### src/rtl/store_buffer_ctrl.sv
// Posted-store buffer: lane-aligns SB/SH/SW, queues DEPTH entries, drains over MemReq/MemAck.
// Optional load-hazard compare when STORE_BUF_FWD_EN is defined.
//
// state | meaning
// IDLE  | no request outstanding; load head entry when count > 0
// REQ   | MemReq held with head entry until MemAck
module store_buffer_ctrl #(
  parameter int DATA_WIDTH = 32,
  parameter int ADDR_WIDTH = 32,
  parameter int DEPTH      = 4
) (
  input  logic                    clk,
  input  logic                    rst_n,
  input  logic                    StoreValidM,
  input  logic [1:0]              StoreSrcM,
  input  logic [ADDR_WIDTH-1:0]   AddrM,
  input  logic [DATA_WIDTH-1:0]   WriteDataM,
  output logic                    StoreReadyM,
  output logic                    StoreFaultM,
  output logic                    MemReq,
  output logic [ADDR_WIDTH-1:0]   MemAddr,
  output logic [DATA_WIDTH-1:0]   MemWData,
  output logic [DATA_WIDTH/8-1:0] MemByteEn,
  input  logic                    MemAck,
  output logic                    BufEmpty
`ifdef STORE_BUF_FWD_EN
  ,
  input  logic                    LoadValidM,
  input  logic [ADDR_WIDTH-1:0]   LoadAddrM,
  output logic                    LoadHazardM
`endif
);

  localparam int PW  = $clog2(DEPTH);
  localparam int CW  = PW + 1;
  localparam int BEW = DATA_WIDTH / 8;

  typedef enum logic {IDLE = 1'b0, REQ = 1'b1} state_t;

  state_t                  state_q, state_d;
  logic [CW-1:0]           count_q, count_d;
  logic [PW-1:0]           wr_ptr_q, wr_ptr_d;
  logic [PW-1:0]           rd_ptr_q, rd_ptr_d;
  logic [PW-1:0]           next_ptr;
  logic                    mem_req_q, mem_req_d;
  logic [ADDR_WIDTH-1:0]   mem_addr_q, mem_addr_d;
  logic [DATA_WIDTH-1:0]   mem_wdata_q, mem_wdata_d;
  logic [BEW-1:0]          mem_be_q, mem_be_d;
  logic                    fault_q, fault_d;

  logic [ADDR_WIDTH-1:0]   ent_addr_q [DEPTH];
  logic [DATA_WIDTH-1:0]   ent_data_q [DEPTH];
  logic [BEW-1:0]          ent_be_q   [DEPTH];

  logic [1:0]              lo;
  logic                    legal;
  logic                    push;
  logic                    pop;
  logic [ADDR_WIDTH-1:0]   new_addr;
  logic [DATA_WIDTH-1:0]   new_data;
  logic [BEW-1:0]          new_be;

  always_comb begin
    lo       = AddrM[1:0];
    legal    = 1'b0;
    new_data = WriteDataM;
    new_be   = '0;
    new_addr = {AddrM[ADDR_WIDTH-1:2], 2'b00};
    case (StoreSrcM)
      2'b00: begin
        legal    = (lo == 2'b00);
        new_be   = 4'b1111;
      end
      2'b01: begin
        legal    = 1'b1;
        new_data = {4{WriteDataM[7:0]}};
        new_be   = 4'b0001 << lo;
      end
      2'b10: begin
        legal    = ~lo[0];
        new_data = {2{WriteDataM[15:0]}};
        new_be   = lo[1] ? 4'b1100 : 4'b0011;
      end
      default: legal = 1'b0;
    endcase
  end

  // Readiness comes from the registered count only; a same-cycle pop never frees a slot.
  assign StoreReadyM = (count_q != CW'(DEPTH));
  assign push        = StoreValidM & StoreReadyM & legal;
  assign pop         = (state_q == REQ) & MemAck;
  assign next_ptr    = rd_ptr_q + PW'(1);

  always_comb begin
    count_d  = count_q;
    wr_ptr_d = wr_ptr_q;
    rd_ptr_d = rd_ptr_q;
    fault_d  = StoreValidM & ~legal;
    case ({push, pop})
      2'b10:   count_d = count_q + CW'(1);
      2'b01:   count_d = count_q - CW'(1);
      default: count_d = count_q;
    endcase
    if (push) wr_ptr_d = wr_ptr_q + PW'(1);
    if (pop)  rd_ptr_d = next_ptr;
  end

  always_comb begin
    state_d     = state_q;
    mem_req_d   = mem_req_q;
    mem_addr_d  = mem_addr_q;
    mem_wdata_d = mem_wdata_q;
    mem_be_d    = mem_be_q;
    case (state_q)
      IDLE: begin
        if (count_q != '0) begin
          state_d     = REQ;
          mem_req_d   = 1'b1;
          mem_addr_d  = ent_addr_q[rd_ptr_q];
          mem_wdata_d = ent_data_q[rd_ptr_q];
          mem_be_d    = ent_be_q[rd_ptr_q];
        end
      end
      REQ: begin
        if (MemAck) begin
          // Chain straight into the next head so consecutive stores drain without a bubble.
          if (count_q > CW'(1)) begin
            mem_addr_d  = ent_addr_q[next_ptr];
            mem_wdata_d = ent_data_q[next_ptr];
            mem_be_d    = ent_be_q[next_ptr];
          end else begin
            state_d     = IDLE;
            mem_req_d   = 1'b0;
            mem_addr_d  = '0;
            mem_wdata_d = '0;
            mem_be_d    = '0;
          end
        end
      end
      default: state_d = IDLE;
    endcase
  end

  always_ff @(posedge clk or negedge rst_n) begin
    if (!rst_n) begin
      state_q     <= IDLE;
      count_q     <= '0;
      wr_ptr_q    <= '0;
      rd_ptr_q    <= '0;
      mem_req_q   <= 1'b0;
      mem_addr_q  <= '0;
      mem_wdata_q <= '0;
      mem_be_q    <= '0;
      fault_q     <= 1'b0;
    end else begin
      state_q     <= state_d;
      count_q     <= count_d;
      wr_ptr_q    <= wr_ptr_d;
      rd_ptr_q    <= rd_ptr_d;
      mem_req_q   <= mem_req_d;
      mem_addr_q  <= mem_addr_d;
      mem_wdata_q <= mem_wdata_d;
      mem_be_q    <= mem_be_d;
      fault_q     <= fault_d;
    end
  end

  always_ff @(posedge clk or negedge rst_n) begin
    if (!rst_n) begin
      for (int i = 0; i < DEPTH; i++) begin
        ent_addr_q[i] <= '0;
        ent_data_q[i] <= '0;
        ent_be_q[i]   <= '0;
      end
    end else if (push) begin
      ent_addr_q[wr_ptr_q] <= new_addr;
      ent_data_q[wr_ptr_q] <= new_data;
      ent_be_q[wr_ptr_q]   <= new_be;
    end
  end

  assign StoreFaultM = fault_q;
  assign MemReq      = mem_req_q;
  assign MemAddr     = mem_addr_q;
  assign MemWData    = mem_wdata_q;
  assign MemByteEn   = mem_be_q;
  assign BufEmpty    = (count_q == '0) & ~mem_req_q;

`ifdef STORE_BUF_FWD_EN
  logic [ADDR_WIDTH-1:0] load_word;
  logic [PW-1:0]         hz_idx;
  logic                  load_hit;

  assign load_word = LoadAddrM & ~ADDR_WIDTH'(3);

  always_comb begin
    load_hit = 1'b0;
    hz_idx   = '0;
    for (int i = 0; i < DEPTH; i++) begin
      hz_idx = rd_ptr_q + PW'(i);
      if ((CW'(i) < count_q) && (ent_addr_q[hz_idx] == load_word)) load_hit = 1'b1;
    end
    if (mem_req_q && (mem_addr_q == load_word)) load_hit = 1'b1;
  end

  assign LoadHazardM = LoadValidM & load_hit;
`endif

endmodule

### config.mk
export PLATFORM = sky130hd
export DESIGN_NAME = store_buffer_ctrl
export DESIGN_NICKNAME = d
export VERILOG_FILES = /design/src/rtl/store_buffer_ctrl.sv
export SDC_FILE = /design/constraint.sdc
export NUM_CORES = 1
export LEC_CHECK = 0
export CORE_ASPECT_RATIO = 0.7
export CORE_MARGIN = 2
export CORE_UTILIZATION = 40
export DETAILED_ROUTE_END_ITERATION = 8
export GPL_ROUTABILITY_DRIVEN = 0
export REMOVE_ABC_BUFFERS = 1
export SYNTH_ARGS = -nofsm -noshare
export SYNTH_HDL_FRONTEND = slang
export SYNTH_SLANG_ARGS = --single-unit
export TNS_END_PERCENT = 30
### constraint.sdc
create_clock -name clk -period 3 [get_ports clk]
set_input_delay 0.3 -clock clk [delete_from_list [all_inputs] [get_ports clk]]
set_output_delay 0.3 -clock clk [all_outputs]
set_load 0.03 [all_outputs]
==> flow_summary_export.csv <==
group,metric,value,unit
status,status,"completed",
route,drc_errors,0,
synth,netlist.area_leader.share,50.0,%
finish,final_cell_mix,"337 x dfrtp_1, 264 x mux2_2, 138 x clkdlybuf4s50_1",
setup_path,reg2reg_slack,0.63,ns
timing,hold_viol,0,
pwr,p_leak,8.62,nW
min_path,hp-class,"input port to asynchronous set/reset pin",
floorplan,core,42200,um2
clock_tree,htreeDepth,2,
placement,placedCellCount,1853,
floorplan,dieWidth,251,um
setup_path,worst_setup_path_start_kind,"register",
synth,ys_seq_area_share,50.0,%
finish,final_nets,1424,
placement,place.port_buffers,139,
synth,yosysUniqueCellTypes,29,
pwr,totalPowerFinal,0.0226,W
timing,slew_viol_final,0,
route,routed_wl,40500,um
floorplan,die-area,44300,um2
setup_path,crit_fanout,6,
floorplan,start_util,40.4,%
grt,busiest_layer,"met2",
clock_tree,clock-root-buffer,"clkbuf_16",
synth,synth-seq-cells,340,
setup_path,rr_startpoint,"count_q[0]$_DFFE_PN0P_",
grt,grt_usage,18.8,%
finish,final_util,48.4,%
grt,use_met1,26.9,%
route,wl_per_cell,21.1,um
run,maxCapViolations,0,
setup_path,worstPathArrival,2.25,ns
route,ant_nets,0,
timing,max_freq,392,MHz
timing,post-route-min-period,2.55,ns
placement,dp_hpwl,24600,um
clock_tree,clkSlewWorstSetupHoldPaths,0.06,ns
timing,rsz0062_at_grt,"no",
grt,grt_max_degree,97,
pwr,peakVddDrop,0.716,mV
grt,grt.met3_usage,3.32,%
setup_path,r2r_cells,9,
route,avgViaCountPerCell,5.51,
timing,skew,0.0104,ns
synth,synth_area,17000,um2
synth,yosysTopAreaCell,"dfrtp_1",
pwr,pwr_density_cell,1110,nW/um2
clock_tree,cts_resized,0,
timing,setup_viol,0,
finish,finalNonFillerCells,1918,
grt,grt_pass1_wl,64700,um
timing,hold_slack,0.201,ns
finish,final_layout_size_suffix_gt1_share,36.0,%
floorplan,ios,142,
grt,gr-usage-met2,30.1,%
grt,grt_pass1_vias,11100,
clock_tree,cts-buffers-inserted,37,
floorplan,die_h,177,um
clock_tree,postCtsSetupRepairBufs,0,
finish,area_growth_syn_to_layout,19.9,%
synth,synth_cells,1228,
grt,overflow,0,
clock_tree,clk_latency,0.53,ns
synth,syn_area_per_cell,13.9,um2
clock_tree,clk_path_buf_depth,3,
timing,worstMarginPinSlew,0.605,ns
setup_path,rr_endpoint,"count_q[2]$_DFFE_PN0P_",
setup_path,worstSetupEndpointType,"output pin",
route,drt_iter0_markers,462,
clock_tree,cts.sinks,340,
route,num_vias,10600,
timing,fin_crit_sh,84.9,%
timing,relSlewSlack,58.8,%
floorplan,std_cell_rows,63,
synth,ys_warn_count,0,
synth,synth.area.top_cells,"dfrtp_1 50%, mux2_2 17%, mux4_2 17%, nor2b_1 2.5%, a21oi_1 2.4%",
finish,final_common_cell,"dfrtp_1",
clock_tree,cts_tree,"done",
setup_path,criticalPathCategory,"register to output pin",
route,drt_pass1_iterations,4,
finish,final_area,20400,um2
setup_path,worstPathRequired,2.70,ns
placement,dpl_cell_area,19200,um2
grt,antenna_found_initial,0,
[registers in the layout, summed over array words and instances, names as in the netlist]
signal / flops
MemAddr: 30
MemByteEn: 4
MemReq: 1
MemWData: 32
StoreFaultM: 1
count_q: 3
ent_addr_q: 120
ent_be_q: 16
ent_data_q: 128
rd_ptr_q: 2
state_q: 1
wr_ptr_q: 2
[where the power goes]
part	internal (W)	switching (W)	total (W)
clock network	0.00266	0.00184	0.00450
logic	0.00559	0.00428	0.00987
registers	0.00669	0.00151	0.00820
total	0.0149	0.00763	0.0226
[synth_stat cells, drive strengths merged]
cell type	n
a2111oi	1
a211oi	1
a21bo	1
a21o	1
a21oi	80
a22o	8
a22oi	8
and2	2
buf	49
clkbuf	49
conb	1
dfrtp	340
ha	13
inv	18
mux2	264
mux2i	2
mux4	132
nand2	83
nand2b	4
nor2	15
nor2b	69
o21ai	71
o21bai	1
o22ai	8
o311a	1
xnor2	4
xor2	2
[metrics by stage]
| stage | TNS (ns) | worst slack [ns] |
|---|---|---|
| 5_1_grt | 0 | 0.303 |
| 3_5_place_dp | 0 | 0.388 |
| 3_3_place_gp | 0 | 0.419 |
| 6_report | 0 | 0.452 |
| 2_1_floorplan | -348.89 | -3.49 |
| 4_1_cts | 0 | 0.422 |
[critical path, stage by stage (launching register included)]
cell and delay (ns):
dfrtp_1 0.45, inv_1 0.11, ha_1 0.22, nand2b_1 0.14, nor2_1 0.11, clkdlybuf4s50_1 0.68
[layout make-up]
type / instances / area (um2)
multi-input cells: 773 / 8090
clock buffers: 57 / 1120
well taps: 552 / 691
flip-flops and latches: 340 / 8520
repair buffers: 171 / 1860
inverters: 18 / 67.6
clock inverters: 6 / 61.3
fillers: 3654 / 21800
diodes: 1 / 2.50
[cell families after synthesis]
kind of cell | synth area share [%]
AND/OR/NAND/NOR | 4.91
AO/OA/AOI/OAI | 5.91
multiplexers | 35.0
flip-flops | 50.0
buffers and inverters | 2.92
other | 0.0220
XOR/XNOR | 0.309
adder cells (fa/ha/maj) | 0.955
[per-layer routing]
layer	vias up	share of wire [%]
met5	-	0
met2	150	47
met4	0	1.7
met1	5581	48
li1	4781	-
met3	52	3.6
[worst max path at each step]
stage	startpoint	to	slack, ns
2_1_floorplan	rd_ptr_q[0]$_DFFE_PN0P_	MemAddr[10]$_DFFE_PN0P_	-3.49
3_3_place_gp	StoreSrcM[0]	ent_addr_q[115]$_DFFE_PN0P_	0.42
3_5_place_dp	StoreSrcM[0]	ent_data_q[123]$_DFFE_PN0P_	0.39
4_1_cts	count_q[0]$_DFFE_PN0P_	BufEmpty	0.42
5_1_grt	count_q[0]$_DFFE_PN0P_	BufEmpty	0.30
6_report	count_q[0]$_DFFE_PN0P_	BufEmpty	0.45
[what timing repair did]
item,4_1_cts,5_1_grt
hold buffers,1,0
setup endpoints to repair,0,0
endpoints found under the hold margin,203,0
No activity file was read; power rests on OpenSTA's default activity.
